$ cat config.mk
export PLATFORM = sky130hd
export DESIGN_NAME = mlp_load_receiver
export DESIGN_NICKNAME = d
export VERILOG_FILES = /design/src/rtl/mlp_load_receiver.sv
export SDC_FILE = /design/constraint.sdc
export NUM_CORES = 1
export LEC_CHECK = 0
export CORE_AREA = 3 3 258 260
export DETAILED_ROUTE_END_ITERATION = 7
export DIE_AREA = 0 0 261 263
export HOLD_SLACK_MARGIN = 0.1
export PLACE_DENSITY_LB_ADDON = 0.1
export SLEW_MARGIN = 20
export SYNTH_ARGS = -nofsm -noshare
export SYNTH_HDL_FRONTEND = slang
export SYNTH_SLANG_ARGS = --single-unit
export TNS_END_PERCENT = 1
$ cat constraint.sdc
create_clock -name clk -period 5.7 [get_ports clk]
set_input_delay 1.71 -clock clk [delete_from_list [all_inputs] [get_ports clk]]
set_output_delay 1.71 -clock clk [all_outputs]
set_load 0.02 [all_outputs]
$ cat src/rtl/mlp_load_receiver.sv
// mlp_load_receiver: decodes the host load beat stream, assembles activation rows,
// forwards weight-pair beats and flags protocol errors. Rev 1.0
`default_nettype none

module mlp_load_receiver #(
  parameter int DATA_W    = 16,
  parameter int ROW_ELEMS = 16,
  parameter int W_BEATS   = 8
) (
  input  logic                        clk,
  input  logic                        rst_n,
  input  logic                        load_en_i,
  input  logic [2*DATA_W-1:0]         load_payload_i,
  input  logic                        load_type_i,
  input  logic [3:0]                  input_load_number,
  input  logic [2:0]                  layer_number,
  input  logic [2:0]                  weight_number,
  input  logic                        err_clr_i,
  output logic [ROW_ELEMS*DATA_W-1:0] act_row_o,
  output logic                        act_row_valid_o,
  output logic [3:0]                  act_row_idx_o,
  output logic                        w_valid_o,
  output logic [2*DATA_W-1:0]         w_pair_o,
  output logic [3:0]                  w_row_o,
  output logic [2:0]                  w_col_pair_o,
  output logic [2:0]                  w_layer_o,
  output logic                        layer_done_o,
  output logic [2:0]                  layer_done_num_o,
  output logic [2:0]                  err_o
);

  localparam int IN_BEATS = ROW_ELEMS / 2;
  localparam int CNT_W    = $clog2(IN_BEATS);
  localparam int ROW_W    = ROW_ELEMS * DATA_W;
  localparam int BEAT_W   = 2 * DATA_W;

  typedef enum logic [1:0] {
    S_IDLE   = 2'd0,
    S_IN_ROW = 2'd1,
    S_W_ROW  = 2'd2
  } state_t;

  state_t              state_q;
  logic [CNT_W-1:0]    in_cnt_q;
  logic [3:0]          row_lat_q;
  logic [2:0]          exp_w_q;
  logic [ROW_W-1:0]    row_buf_q;
  logic [ROW_W-1:0]    act_row_q;
  logic                act_row_valid_q;
  logic [3:0]          act_row_idx_q;
  logic                w_valid_q;
  logic [BEAT_W-1:0]   w_pair_q;
  logic [3:0]          w_row_q;
  logic [2:0]          w_col_pair_q;
  logic [2:0]          w_layer_q;
  logic                layer_done_q;
  logic [2:0]          layer_done_num_q;
  logic [2:0]          err_q;

  logic [ROW_W-1:0]    row_d;
  logic [2:0]          err_new_d;
  logic [2:0]          exp_w_d;
  logic                in_last_d;
  logic                last_w_d;
  logic                last_row_d;

  always_comb begin
    row_d = row_buf_q;
    row_d[32'(in_cnt_q) * BEAT_W +: BEAT_W] = load_payload_i;
    in_last_d  = (in_cnt_q == CNT_W'(IN_BEATS - 1));
    last_w_d   = (weight_number == 3'(W_BEATS - 1));
    last_row_d = (input_load_number == 4'(ROW_ELEMS - 1));
    exp_w_d    = last_w_d ? 3'd0 : weight_number + 3'd1;
    err_new_d  = 3'b000;
    if (load_en_i) begin
      if (load_type_i) begin
        err_new_d[2] = (in_cnt_q != '0) && (input_load_number != row_lat_q);
      end else begin
        // A partial row can only exist while assembling input beats.
        err_new_d[0] = (state_q == S_IN_ROW) && (in_cnt_q != '0);
        err_new_d[1] = (weight_number != exp_w_q);
      end
    end
  end

  always_ff @(posedge clk or negedge rst_n) begin
    if (!rst_n) begin
      state_q          <= S_IDLE;
      in_cnt_q         <= '0;
      row_lat_q        <= '0;
      exp_w_q          <= '0;
      row_buf_q        <= '0;
      act_row_q        <= '0;
      act_row_valid_q  <= 1'b0;
      act_row_idx_q    <= '0;
      w_valid_q        <= 1'b0;
      w_pair_q         <= '0;
      w_row_q          <= '0;
      w_col_pair_q     <= '0;
      w_layer_q        <= '0;
      layer_done_q     <= 1'b0;
      layer_done_num_q <= '0;
      err_q            <= '0;
    end else begin
      act_row_valid_q <= 1'b0;
      w_valid_q       <= 1'b0;
      layer_done_q    <= 1'b0;
      // Clear first so an error arriving with the clear still ends set.
      err_q <= (err_clr_i ? 3'b000 : err_q) | err_new_d;
      if (load_en_i) begin
        if (load_type_i) begin
          state_q   <= S_IN_ROW;
          row_buf_q <= row_d;
          if (in_cnt_q == '0) begin
            row_lat_q <= input_load_number;
          end
          if (in_last_d) begin
            in_cnt_q        <= '0;
            act_row_q       <= row_d;
            act_row_valid_q <= 1'b1;
            act_row_idx_q   <= row_lat_q;
          end else begin
            in_cnt_q <= in_cnt_q + CNT_W'(1);
          end
        end else begin
          state_q      <= S_W_ROW;
          in_cnt_q     <= '0;
          exp_w_q      <= exp_w_d;
          w_valid_q    <= 1'b1;
          w_pair_q     <= load_payload_i;
          w_row_q      <= input_load_number;
          w_col_pair_q <= weight_number;
          w_layer_q    <= layer_number;
          if (last_row_d && last_w_d) begin
            layer_done_q     <= 1'b1;
            layer_done_num_q <= layer_number;
          end
        end
      end
    end
  end

  assign act_row_o        = act_row_q;
  assign act_row_valid_o  = act_row_valid_q;
  assign act_row_idx_o    = act_row_idx_q;
  assign w_valid_o        = w_valid_q;
  assign w_pair_o         = w_pair_q;
  assign w_row_o          = w_row_q;
  assign w_col_pair_o     = w_col_pair_q;
  assign w_layer_o        = w_layer_q;
  assign layer_done_o     = layer_done_q;
  assign layer_done_num_o = layer_done_num_q;
  assign err_o            = err_q;

endmodule

`default_nettype wire

==> impl_results.md <==
- Hold path depth: 2
- Clock sink count: 579
- Gate power share: 17.7%
- Reg2Reg Depth: 8
- # hold bufs at CTS: 0
- Mapped Nets: around 2,400
- Hold Path Class: reg2reg
- Buf+Inv Stages, Crit Path: 3
- Final Hold Fails: 0
- Critical path arrival: between 4 and 5 ns
- Total Power: 10.55 mW
- Row count: 93
- Global route overflow: 0
- DRC viols: 0
- GPL Wtd Cong: 0.8003
- Internal: 7.425 mW
- Ys Warns: 0
- Register clock-pin slew on the reported worst setup and hold paths: around 0.060 ns
- Psw: 3.120 mW
- Number of stages on the worst setup path: 8
- Distinct cells, synth: 50
- Min-delay src: w_col_pair_o[2]
- CP endpoint kind: flip-flop
- Drt total wl: 88,330 um
- Primary FF master, synth: dfrtp_1
- Reg2Reg Launch Point: in_cnt_q[1]
- Crit start category: flip-flop
- First-pass GRT wire length: 134,400 um
- Power Density: 329.3 mW/mm2
- Post-Syn Area: 0.02568 mm2
- DR vias: 20,220
- Fraction of power spent switching nets: 29.59%
- Max Cap Viol: 0
- Sequential share of power: 45.0%
- Initial antenna violation count: 12
- Cts bufs inserted: 61
- Seq/Total Area, Yosys: 56.42%
- Period utilisation layout: 75.39%
- Slew HR: 18.34%
- Status: completed
- Drt wl/cell: ~25 um
- Top Family by Delay on Critical Path: buffers and inverters
- R2r setup slk: 1.40 ns
- Synth area leader: dfrtp_1
- Largest net degree at the start of global routing: slightly below 200
- Max Freq: 232.7 MHz
- Die height: 263 um
- Vias in the first global route: 20,740
- Syn Area/Cell: 10.79 um2
- Clock group share of total power: 37.3%
- Crit Path Max Fanout: 58
- Final setup fails: 0
- Setup Crit Path Kind: reg2reg
- Die area: 0.06864 mm2
- Min Tclk post-route: 4.298 ns
- IO Count: 358
- Yosys top cell area share: a little under three fifths
- Post-CTS Setup Repair Bufs: 0
- Via density: 5.704
- Clock root cell: clkbuf_16
- Slew @ Worst Pin: between 1 and 1.5 ns
- Total Nets Final: 2,690
- Total track usage: 25.58%
- Reg-to-reg endpoint: act_row_o[151]
- Core area: 0.06435 mm2
- Number of DRC markers in iteration 0: 1,728
- CTS tree: built
- Final setup TNS: 0 ns
- CTS HTree Levels: 2
- DP HPWL: 53,950 um
- Hold Path Sink: w_col_pair_o[2]
- Pre-antenna DRT Iters: 5
- CP peak stage delay: 0.90 ns
- Post-synth EDFFs: 0
- Slowest stage cell on the critical path: ha_4
- Port buffer count: around 360
- Synthesis-to-finish area growth: 24.68%
- Clock latency at the later pin of the worst-skew pair: 0.63 ns
- Post-route clock skew: 0.02089 ns
- Maximum VDD drop: 0.2298 mV
- RSZ-0062 raised after global routing: no
- # resized after CTS: 0
- Layout cells sized above 1: 14.47%
- Post-synth ARST share: 100.0%
- Routed Antenna Nets: 0
- #FFs+latches synth: 579
- Layout fillers: between 5,000 and 6,000
- Slew Viols, Final: 0
- Cell count after synthesis: roughly 2,400
- Effective utilization at floorplan: 39.91%
- Clock tree buffer depth: 3
- Pleak: 13.67 nW
- Die Width: 261 um
- Crit-path cells: inv_1, ha_4, ha_4, buf_4, nor4b_4, buf_4, nand4_1, a31oi_1
- Worst EP required: around 6.3 ns
- Ranking of synthesized cells by area: dfrtp_1, mux2_2, o211ai_1
==> metal layers <==
layer | wire, um | global-route usage [%] | vias up
met4 | 3196 | 8.675 | 2
met3 | 7062 | 5.993 | 144
met2 | 40760 | 40.28 | 677
met5 | 13 | 0 | -
li1 | - | - | 9059
met1 | 37300 | 34.80 | 10330
==> worst max-delay path by stage <==
stage	endpoint	from	slack [ns]
floorplan	row_buf_q[182]	load_en_i	2.59
detailed placement	row_buf_q[3]	load_en_i	1.30
CTS	act_row_o[151]	in_cnt_q[0]	1.37
global route	act_row_o[159]	in_cnt_q[1]	1.11
global placement	row_buf_q[4]	load_en_i	1.40
finish	act_row_o[151]	in_cnt_q[1]	1.40
==> cell type report <==
class | instances | area, um2 | area share [%]
Antenna cell | 8 | 20.02 | 0.06252
Clock buffer | 97 | 1823 | 5.693
Clock inverter | 13 | 130.1 | 0.4064
Inverter | 10 | 45.04 | 0.1407
Multi-Input combinational cell | 1560 | 10270 | 32.06
Sequential cell | 579 | 14490 | 45.26
Tap cell | 855 | 1070 | 3.341
Timing Repair Buffer | 422 | 4174 | 13.04
==> worst reg2reg max path, stage by stage (launching register included) <==
cell	delay, ns
dfrtp_1	0.88
inv_1	0.25
ha_4	0.24
ha_4	0.90
buf_4	0.76
nor4b_4	0.38
buf_4	0.41
nand4_1	0.16
a31oi_1	0.23
==> sequential cells by signal (all words and copies together) (netlist names) <==
register          cells
act_row_o           256
row_buf_q           256
w_pair_o             32
act_row_idx_o         4
row_lat_q             4
w_row_o               4
err_o                 3
exp_w_q               3
in_cnt_q              3
layer_done_num_o      3
w_col_pair_o          3
w_layer_o             3
state_q               2
act_row_valid_o       1
layer_done_o          1
w_valid_o             1
==> cell families after synthesis <==
logic type / after synthesis / synth area share (%)
multiplexers: 231 / 10.13
XOR/XNOR: 7 / 0.2387
adder cells (fa/ha/maj): 9 / 0.4385
buffers and inverters: 241 / 4.156
flip-flops: 579 / 56.42
AO/OA/AOI/OAI: 495 / 13.38
AND/OR/NAND/NOR: 818 / 15.24
==> power by group through the flow <==
stage	Combinational, mW	Clock [mW]	Sequential, mW
after detailed placement	1.87	0	4.81
after CTS	1.87	4.02	4.74
after global placement	1.84	0	4.79
after global routing	2.02	4.18	4.79
final	1.87	3.93	4.74
after floorplan	0.942	0	4.85
==> metrics by stage <==
stage               area, um2  setup slack (ns)  hold slack (ns)  util [%]  std cells
CTS                     31970             1.375           0.4848     49.69       3535
global placement        30020             1.405           0.4555     46.65       3425
floorplan               25680             2.591           0.4372         -       2380
global route            32010             1.108           0.4978     49.74       3538
finish                  32020             1.403           0.4788     49.76       3544
detailed placement      30020             1.299           0.4620     46.65       3425
==> synthesized netlist by cell type (8+ instances only) <==
master,n
and3_1,25
buf_4,13
nand2_1,467
clkbuf_1,135
o21ai_1,32
nand3_1,131
a31oi_1,64
buf_2,47
nand4_1,33
and3b_1,25
mux2_2,199
o21ai_0,67
mux2_1,32
buf_1,27
inv_1,8
dfrtp_1,579
o31ai_1,33
nor2_1,67
o211ai_1,288
ha_1,9
nor4bb_1,35
==> cell usage in the layout (no fill, tap or decap), types with 57 or more instances in the layout <==
master | Yosys | layout
dfrtp_1 | 579 | 578
nand2_1 | 467 | 466
clkdlybuf4s50_1 | 0 | 356
o211ai_1 | 288 | 288
mux2_2 | 199 | 199
nand3_1 | 131 | 129
o21ai_0 | 67 | 67
nor2_1 | 67 | 66
a31oi_1 | 64 | 64
clkbuf_16 | 0 | 62
buf_4 | 13 | 57
No activity file was read; power rests on OpenSTA's default activity.
